### src/rtl/seq_alu.sv
// Multi-cycle signed ALU with a start/busy/done handshake.
// Add/sub/logic/move/swap finish in one cycle; multiply and divide iterate over WIDTH cycles.
module seq_alu #(
  parameter int WIDTH = 16,
  parameter int OPW   = 4
) (
  input  logic             clk,
  input  logic             rst,
  input  logic             start,
  input  logic [OPW-1:0]   ALUOp,
  input  logic [WIDTH-1:0] Data1,
  input  logic [WIDTH-1:0] Data2,
  output logic             busy,
  output logic             done,
  output logic [WIDTH-1:0] Upper,
  output logic [WIDTH-1:0] Lower,
  output logic [1:0]       Zero
);

  localparam int CNT_W = (WIDTH > 1) ? $clog2(WIDTH) : 1;

  localparam logic [OPW-1:0] OP_ADD  = OPW'(4'b0000);
  localparam logic [OPW-1:0] OP_SUB  = OPW'(4'b0001);
  localparam logic [OPW-1:0] OP_MUL  = OPW'(4'b0100);
  localparam logic [OPW-1:0] OP_DIV  = OPW'(4'b0101);
  localparam logic [OPW-1:0] OP_MOVE = OPW'(4'b0111);
  localparam logic [OPW-1:0] OP_SWAP = OPW'(4'b1000);
  localparam logic [OPW-1:0] OP_AND  = OPW'(4'b1001);
  localparam logic [OPW-1:0] OP_OR   = OPW'(4'b1011);

  localparam logic signed [WIDTH-1:0] MOST_NEG = {1'b1, {(WIDTH-1){1'b0}}};
  localparam logic signed [WIDTH-1:0] MINUS_ONE = '1;

  typedef enum logic [1:0] {
    IDLE   = 2'd0,
    CALC   = 2'd1,
    SIGN   = 2'd2,
    RESULT = 2'd3
  } state_t;

  function automatic logic [WIDTH-1:0] neg_w(input logic [WIDTH-1:0] v);
    return ~v + 1'b1;
  endfunction

  function automatic logic [2*WIDTH-1:0] neg_2w(input logic [2*WIDTH-1:0] v);
    return ~v + 1'b1;
  endfunction

  function automatic logic [WIDTH-1:0] magnitude(input logic [WIDTH-1:0] v);
    return v[WIDTH-1] ? neg_w(v) : v;
  endfunction

  function automatic logic add_ovf(input logic sa, input logic sb, input logic sr);
    return (sa == sb) && (sr != sa);
  endfunction

  function automatic logic sub_ovf(input logic sa, input logic sb, input logic sr);
    return (sa != sb) && (sr != sa);
  endfunction

  state_t state, state_nxt;

  logic [OPW-1:0]          op_q;
  logic signed [WIDTH-1:0] a_q, b_q;
  logic [WIDTH-1:0]        hi, lo;
  logic [CNT_W-1:0]        cnt;

  logic                    multi_op;
  logic                    last_iter;
  logic [WIDTH-1:0]        mag_a, mag_b;

  assign multi_op  = (ALUOp == OP_MUL) || (ALUOp == OP_DIV);
  assign last_iter = (cnt == CNT_W'(WIDTH-1));
  assign mag_a     = magnitude(a_q);
  assign mag_b     = magnitude(b_q);

  // State register
  always_ff @(posedge clk) begin
    if (!rst) state <= IDLE;
    else      state <= state_nxt;
  end

  // Next-state logic; RESULT may accept a new request directly
  always_comb begin
    state_nxt = state;
    unique case (state)
      IDLE: begin
        if (start) state_nxt = multi_op ? CALC : RESULT;
      end
      CALC: begin
        if (last_iter) state_nxt = SIGN;
      end
      SIGN: begin
        state_nxt = RESULT;
      end
      RESULT: begin
        if (start) state_nxt = multi_op ? CALC : RESULT;
        else       state_nxt = IDLE;
      end
      default: state_nxt = IDLE;
    endcase
  end

  // Output logic
  always_comb begin
    busy = (state == CALC) || (state == SIGN);
  end

  // Single-cycle results, computed from the operands present at the accepting edge
  logic signed [WIDTH-1:0] da, db;
  logic signed [WIDTH-1:0] sum_w, diff_w;
  logic [WIDTH-1:0]        fast_hi, fast_lo;
  logic                    fast_exc;

  assign da     = Data1;
  assign db     = Data2;
  assign sum_w  = da + db;
  assign diff_w = da - db;

  always_comb begin
    fast_hi  = '0;
    fast_lo  = '0;
    fast_exc = 1'b0;
    unique case (ALUOp)
      OP_ADD: begin
        fast_lo  = sum_w;
        fast_exc = add_ovf(da[WIDTH-1], db[WIDTH-1], sum_w[WIDTH-1]);
      end
      OP_SUB: begin
        fast_lo  = diff_w;
        fast_exc = sub_ovf(da[WIDTH-1], db[WIDTH-1], diff_w[WIDTH-1]);
      end
      OP_MOVE: fast_lo = Data2;
      OP_SWAP: begin
        fast_lo = Data2;
        fast_hi = Data1;
      end
      OP_AND: fast_lo = Data1 & Data2;
      OP_OR:  fast_lo = Data1 | Data2;
      default: begin
        // Illegal opcode keeps the previous result and only raises the exception flag
        fast_hi  = Upper;
        fast_lo  = Lower;
        fast_exc = 1'b1;
      end
    endcase
  end

  // One iteration step: shift-add multiply or restoring divide on magnitudes
  logic [WIDTH:0] mul_sum;
  logic [WIDTH:0] div_shift;
  logic [WIDTH:0] div_diff;
  logic           div_ge;

  assign mul_sum   = {1'b0, hi} + (lo[0] ? {1'b0, mag_a} : '0);
  assign div_shift = {hi, lo[WIDTH-1]};
  assign div_diff  = div_shift - {1'b0, mag_b};
  assign div_ge    = (div_shift >= {1'b0, mag_b});

  // Sign correction and special cases applied in SIGN
  logic [2*WIDTH-1:0] prod;
  logic [WIDTH-1:0]   fin_hi, fin_lo;
  logic               fin_exc;
  logic               res_neg;

  assign res_neg = a_q[WIDTH-1] ^ b_q[WIDTH-1];

  always_comb begin
    prod    = {hi, lo};
    fin_hi  = '0;
    fin_lo  = '0;
    fin_exc = 1'b0;
    if (op_q == OP_MUL) begin
      if (res_neg) prod = neg_2w(prod);
      fin_hi = prod[2*WIDTH-1:WIDTH];
      fin_lo = prod[WIDTH-1:0];
    end else if (b_q == '0) begin
      fin_hi  = a_q;
      fin_lo  = '1;
      fin_exc = 1'b1;
    end else begin
      // MOST_NEG / -1 falls out naturally as quotient magnitude 2^(W-1), which wraps to A
      fin_lo  = res_neg ? neg_w(lo) : lo;
      fin_hi  = a_q[WIDTH-1] ? neg_w(hi) : hi;
      fin_exc = (a_q == MOST_NEG) && (b_q == MINUS_ONE);
    end
  end

  // Datapath and registered outputs
  always_ff @(posedge clk) begin
    if (!rst) begin
      op_q  <= '0;
      a_q   <= '0;
      b_q   <= '0;
      hi    <= '0;
      lo    <= '0;
      cnt   <= '0;
      done  <= 1'b0;
      Upper <= '0;
      Lower <= '0;
      Zero  <= 2'b00;
    end else begin
      done <= 1'b0;
      unique case (state)
        IDLE, RESULT: begin
          if (start) begin
            op_q <= ALUOp;
            a_q  <= Data1;
            b_q  <= Data2;
            cnt  <= '0;
            if (multi_op) begin
              hi <= '0;
              lo <= (ALUOp == OP_DIV) ? magnitude(Data1) : magnitude(Data2);
            end else begin
              Upper <= fast_hi;
              Lower <= fast_lo;
              Zero  <= {fast_exc, (fast_lo == '0)};
              done  <= 1'b1;
            end
          end
        end
        CALC: begin
          cnt <= cnt + 1'b1;
          if (op_q == OP_MUL) begin
            hi <= mul_sum[WIDTH:1];
            lo <= {mul_sum[0], lo[WIDTH-1:1]};
          end else begin
            hi <= div_ge ? div_diff[WIDTH-1:0] : div_shift[WIDTH-1:0];
            lo <= {lo[WIDTH-2:0], div_ge};
          end
        end
        SIGN: begin
          Upper <= fin_hi;
          Lower <= fin_lo;
          Zero  <= {fin_exc, (fin_lo == '0)};
          done  <= 1'b1;
        end
        default: ;
      endcase
    end
  end

endmodule

### config.mk
export PLATFORM = sky130hd
export DESIGN_NAME = seq_alu
export DESIGN_NICKNAME = d
export VERILOG_FILES = /design/src/rtl/seq_alu.sv
export SDC_FILE = /design/constraint.sdc
export NUM_CORES = 1
export LEC_CHECK = 0
export ABC_AREA = 1
export CAP_MARGIN = 20
export CORE_ASPECT_RATIO = 0.7
export CORE_MARGIN = 3
export CORE_UTILIZATION = 51
export DETAILED_ROUTE_END_ITERATION = 8
export PLACE_DENSITY_LB_ADDON = 0.1
export SYNTH_ARGS = -nofsm -noshare
export SYNTH_HDL_FRONTEND = slang
export SYNTH_SLANG_ARGS = --single-unit
### constraint.sdc
create_clock -name clk -period 4.33 [get_ports clk]
set_input_delay 1.299 -clock clk [delete_from_list [all_inputs] [get_ports clk]]
set_output_delay 1.299 -clock clk [all_outputs]
set_load 0.03 [all_outputs]
## Word-level counts from Yosys, hierarchy flattened

Cells that the tools add are included.

- Flip-flop bits (word level): 109
- Input port bits: 39
- Output and inout port bits: 36
- Logic and storage cells: 126

- $add $sub $neg: 12
- Magnitude comparators: 1
- Equal/unequal tests: 24
- Mux-type cells: 46
- Bitwise gates (word level): 10
- Reductions and logical operators: 22

Operators by type and width:

| operator | count |
|---|---|
| $mux W16 | 23 |
| $pmux W16 S2 | 5 |
| $add A16 B1 Y16 const B | 6 |
| $not A16 Y16 | 6 |
| $pmux W16 S5 | 1 |
| $logic_not A16 Y1 | 3 |
| $add A32 B1 Y32 const B | 1 |
| $mux W32 | 1 |
| $not A32 Y32 | 1 |
| $sub A16 B16 Y16 | 2 |
| $add A16 B16 Y17 | 1 |
| $ge A17 B16 Y1 | 1 |
| $add A16 B16 Y16 | 1 |
| $and A16 B16 Y16 | 1 |
| $eq A16 B1 Y1 const B | 1 |
| $eq A16 B16 Y1 const B | 1 |
| $eq A4 B3 Y1 const B | 4 |
| $eq A4 B4 Y1 const B | 4 |
| $or A16 B16 Y16 | 1 |
| $mux W2 | 6 |
| $ne A2 B2 Y1 const B | 5 |
| $pmux W2 S4 | 1 |
| $pmux W4 S2 | 1 |
| $reduce_and A2 Y1 | 3 |
| other kinds (23) | 35 |

## Longest topological paths before layout

Gate-level depths: netlist (run 1).

- Depth in word-level cells: 7
- Depth in mapped cells: 21
- Gate-level depth less buffers: 21

## Least setup slack after synthesis (run 1)

No wires, ideal clock.

- Kind: reg2reg
- Start: register b_q[0]
- End: register hi[12]
- Library setup time: 0.070 ns
- Arrival: 3.047 ns
- Data required time: 4.260 ns
- Setup slack: 1.212 ns
- Cell stages (with the launch flop): 17
- Path buffers: 1
- Clock period less this slack: 3.118 ns
- Path through: dfxtp_1 > nor3_1 > nand3_1 > nor3_1 > nand2_1 > nor3_1 > nand2_1 > or4_1 > ha_1 > inv_1 > nor3_1 > a311oi_2 > buf_2 > nand3_1 > nand3_1 > nand3_1 > a21oi_1

- Cells in the longest elaborated chain, start to end: 7
- Elaborated cells on any way between the ends: 8
- Classes of those cells: add/sub (2); order compare (1); mux (4); bitwise (1)

Ends and longest elaborated chain:

| what | RTL line | text |
|---|---|---|
| start: declaration | 64 | `logic signed [WIDTH-1:0] a_q, b_q;` |
| start signal: assignment | 209 | `b_q <= Data2;` |
| $not A16 Y16 | 42 | `return ~v + 1'b1;` |
| $add A16 B1 Y16 | 42 |  |
| $mux W16 * | 50 | `return v[WIDTH-1] ? neg_w(v) : v;` |
| $sub A16 B16 Y16 or $ge A17 B16 Y1 (tied branches) | 157, 158 |  |
| $mux W16 * | 228 | `hi <= div_ge ? div_diff[WIDTH-1:0] : div_shift[WIDTH-1:0];` |
| $mux W16 * | 224 | `if (op_q == OP_MUL) begin` |
| $pmux W16 S2 * | 204 | `unique case (state)` |
| end signal: assignment | 225 | `hi <= mul_sum[WIDTH:1];` |
| end signal: assignment | 228 |  |
| end: declaration | 65 | `logic [WIDTH-1:0] hi, lo;` |

Mark *: on every way between the ends. The rest lies on a longest branch, timed or not.
A chain may end at the register's enable or synchronous reset.

## Worst setup path in the final report (run 1)

- Start: input port Data1[0]
- End: register Zero[0]

- Cells in the longest elaborated chain, start to end: 6
- Elaborated cells on any way between the ends: 9
- Classes of those cells: add/sub (2); mux (4); bitwise (2); reduce/logical (1)

Ends and longest elaborated chain:

| what | RTL line | text |
|---|---|---|
| start: declaration | 11 | `input logic [WIDTH-1:0] Data1,` |
| $sub A16 B16 Y16, or another cell as far along | 118 | `assign diff_w = da - db;` |
| $pmux W16 S5 * | 124 | `unique case (ALUOp)` |
| $logic_not A16 Y1 * | 217 | `Zero <= {fast_exc, (fast_lo == '0)};` |
| $mux W2 * | 211 | `if (multi_op) begin` |
| $mux W2 * | 206 | `if (start) begin` |
| $pmux W2 S2 * | 204 |  |
| end signal: assignment | 217 |  |
| end signal: assignment | 235 | `Zero <= {fin_exc, (fin_lo == '0)};` |
| end: declaration | 17 | `output logic [1:0] Zero` |

Mark *: on every way between the ends. The rest lies on a longest branch, timed or not. The select of a mux whose other input is x is not followed.

==> results.toml, run 1 <==
[synth]
synth_top_family_by_area = "simple AND/OR/NAND/NOR gates"
synth_seq_area_share = 0.176
synthMuxAreaShare = 0
synth_edf_count = 0
synthesis.area_sq_mm = 0.0124
yosys_register_bits = 109
synth_top_area_frac = 0.176
yosysWarnings = 0
yosysMostFrequentCell = "nand2_1"
synthArstFlopShare = 0
synth_area_leader_cell = "dfxtp_1"
yosys.area_share.simple = 0.366
synthXorXnorAreaFrac = 0.0416
postSynthCellCount = 2113
syn_area_per_cell_sq_um = 5.88
yosys-top-cells-area = "dfxtp_1 (18%), nand2_1 (16%), ha_1 (9.6%)"
ys_top_cells_by_count = "nand2_1 (518), inv_1 (236), nand3_1 (225)"
synth-compound-area-share = 0.206
synth_nets = 2251
synth_fa_ha_area_frac = 0.102
ys.flop_type = "dfxtp_1"
synth.distinct_cells = 54

[flow_run]
cap_violations = 0

[drt]
viasPerCell = 6.04
wl_per_cell_um = 20.9
route.detailed.drc = 0
ant_nets = 0
vias = 15400
drt_pass1_iterations = 8
first_iter_violations = 2298
wl_um = 53200

[timing]
skew_ns = 0.0175
fin_crit_sh = 0.900
drv_slew = 0
rsz0062_at_grt = "no"
relSlewSlack = 0.344
tightest_slew_ns = 0.980
finalSetupTns_ns = 0
clock.fmax_ghz = 0.257
hold_viol_final = 0
setup_viol_count_final = 0
fin_ws_ns = 0.434
period_needed_ns = 3.90
timing.hold.ws_ns = 0.473

[clocking]
cts_buffer_depth = 2
ctsResizeCount = 0
numCtsBuffers = 9
postCtsSetupRepairBufs = 0
hold_buffers = 0
clkLatencyLatePin_ns = 0.37
htreeDepth = 3
root_buffer = "clkbuf_16"
cts_tree = "yes"
numClockSinks = 109
path_clk_slew_ns = 0.09

[final_layout]
final_util = 0.603
syn2layout_area_growth_pct = 15.6
antenna_cells = 0
drive_gt1_frac = 0.0853
nFillCells = 2428
nNetsFinal = 2361

[die]
die_y_um = 137
coreArea_sq_mm = 0.0238
die_x_um = 193
dieArea_sq_mm = 0.0263
row_count = 47
initial_core_util = 0.522
io_pins = 75

[power]
ir_drop_mv = 0.418
power_density_mw_per_mm2 = 553
total_power_uw = 7940
power_leakage_uw = 0.00672

[global_routing]
grt_first_pass_wirelength_um = 78900
antenna_found_initial = 0
grt_usage = 0.393
grt-ovfl-total = 0
grt_max_degree = 74
grt_pass1_vias = 13400

[worst_setup_path]
crit_path_start_kind = "input port"
rr_worst_depth = 19
worst-setup-path-type = "in -> reg"
worstPathMaxFanout = 6
end_kind = "register"
r2r_end = "hi[14]$_SDFFE_PN0P_"
arrival_ns = 4.21
cp.required_ns = 4.64
r2r_slack_ns = 0.50
regToRegStartpoint = "a_q[1]$_SDFFE_PN0P_"

[placement]
routabilityCongestion = 1.03
preCtsSetupSlack_ns = 0.123
dp_hpwl_um = 42600
port_buffers = 74

[run_status]
outcome = "complete, no violations"

[worst_hold_path]
holdCritStartpoint = "Upper[5]$_SDFFE_PN0P_"
hold_depth = 2
hold_path_end = "Upper[5]$_SDFFE_PN0P_"
min_path_type = "reg -> reg"
-- registers in the layout, indices dropped and copies added, names as in the netlist --
signal,flops
Lower,16
Upper,16
Zero,2
a_q,16
b_q,16
cnt,4
done,1
hi,16
lo,16
op_q,4
state,2
-- power breakdown --
group          switching (uW)  total [uW]  leakage (uW)  internal [uW]
clock network             448         926      0.000153            478
logic                    3590        5280       0.00568           1690
registers                 443        1740      0.000892           1300
-- cell families (layout without fill, tap and decap cells) --
family,Yosys count,count (layout)
and+or+nand+nor,1040,1040
AOI/OAI and AO/OA,464,464
buffers and inverters,342,457
DFF,109,109
adders and majority gates,99,99
xor gates and xnor gates,59,59
-- critical path: stages --
cell,delay (ns)
clkdlybuf4s50_1,0.45
inv_1,0.24
ha_1,0.21
inv_1,0.08
fa_1,0.40
nand2_1,0.10
nand2_1,0.08
nand3_1,0.10
nand2_1,0.19
nand3_1,0.17
nand3_1,0.09
nand3_1,0.15
nand3_1,0.15
nand2_1,0.12
nand2_1,0.05
nor2_1,0.09
nand4_1,0.08
a21oi_1,0.14
-- through the flow --
step / instance area, sq um / instances
after global routing: 14400 / 2546
after CTS: 14400 / 2546
after floorplan: 12400 / 2113
after global placement: 14100 / 2530
final: 14400 / 2546
after detailed placement: 14100 / 2530
-- layout by cell type (no fill, tap or decap), types with 5 or more instances in the layout --
cell type          n
a21oi_1          200
a31oi_1           17
buf_4            113
clkbuf_16          9
clkdlybuf4s50_1   74
dfxtp_1          109
ha_1              95
inv_1            236
inv_2             13
nand2_1          518
nand2_2            5
nand3_1          225
nand4_1           34
nor2_1           164
nor2_2             5
nor3_1            43
nor3_2             7
nor4_1             6
o211ai_1          25
o21a_1             7
o21ai_0          166
o21bai_1           5
o22ai_1           10
o31ai_1            5
or2_2             13
xnor2_1            6
xor2_1            53
-- cell type report --
cell class,instances,area [sq um],share of cell area
multi-input cells,1662,8910,0.620
flip-flops and latches,109,2180,0.152
repair buffers,188,1610,0.112
inverters,253,950,0.0661
well taps,318,398,0.0277
clock buffers,10,239,0.0166
clock inverters,6,77.6,0.00540
-- routing by layer --
layer  track usage  up-vias  routed length, um
met4        0.0647        2                907
li1              -     7257                  -
met2         0.499     1096              19200
met3         0.152       89               9230
met1         0.612     6934              23700
met5        0.0365        -                126
-- how the worst max path moves through the flow --
stage,from,endpoint,slack [ns],cells after the start
2_1_floorplan,b_q[0]$_SDFFE_PN0P_,hi[12]$_SDFFE_PN0P_,1.21,16
3_3_place_gp,Data1[0],Zero[0]$_SDFFE_PN0P_,0.16,18
3_5_place_dp,Data1[0],Zero[0]$_SDFFE_PN0P_,0.12,18
4_1_cts,Data1[0],Zero[0]$_SDFFE_PN0P_,0.50,18
5_1_grt,b_q[0]$_SDFFE_PN0P_,hi[0]$_SDFFE_PN0P_,0.15,21
6_report,Data1[0],Zero[0]$_SDFFE_PN0P_,0.43,18
No activity file was read; power rests on OpenSTA's default activity.
==> run 2, diff against run 1 <==
--- a/config.mk
+++ b/config.mk
@@ -6,7 +6,7 @@
 export NUM_CORES = 1
 export LEC_CHECK = 0
 export ABC_AREA = 1
-export CAP_MARGIN = 20
+export CAP_MARGIN = 5
 export CORE_ASPECT_RATIO = 0.7
 export CORE_MARGIN = 3
 export CORE_UTILIZATION = 51
==> results of run 2 <==
The final DEF is identical to that of run 1; final timing and power are the same.
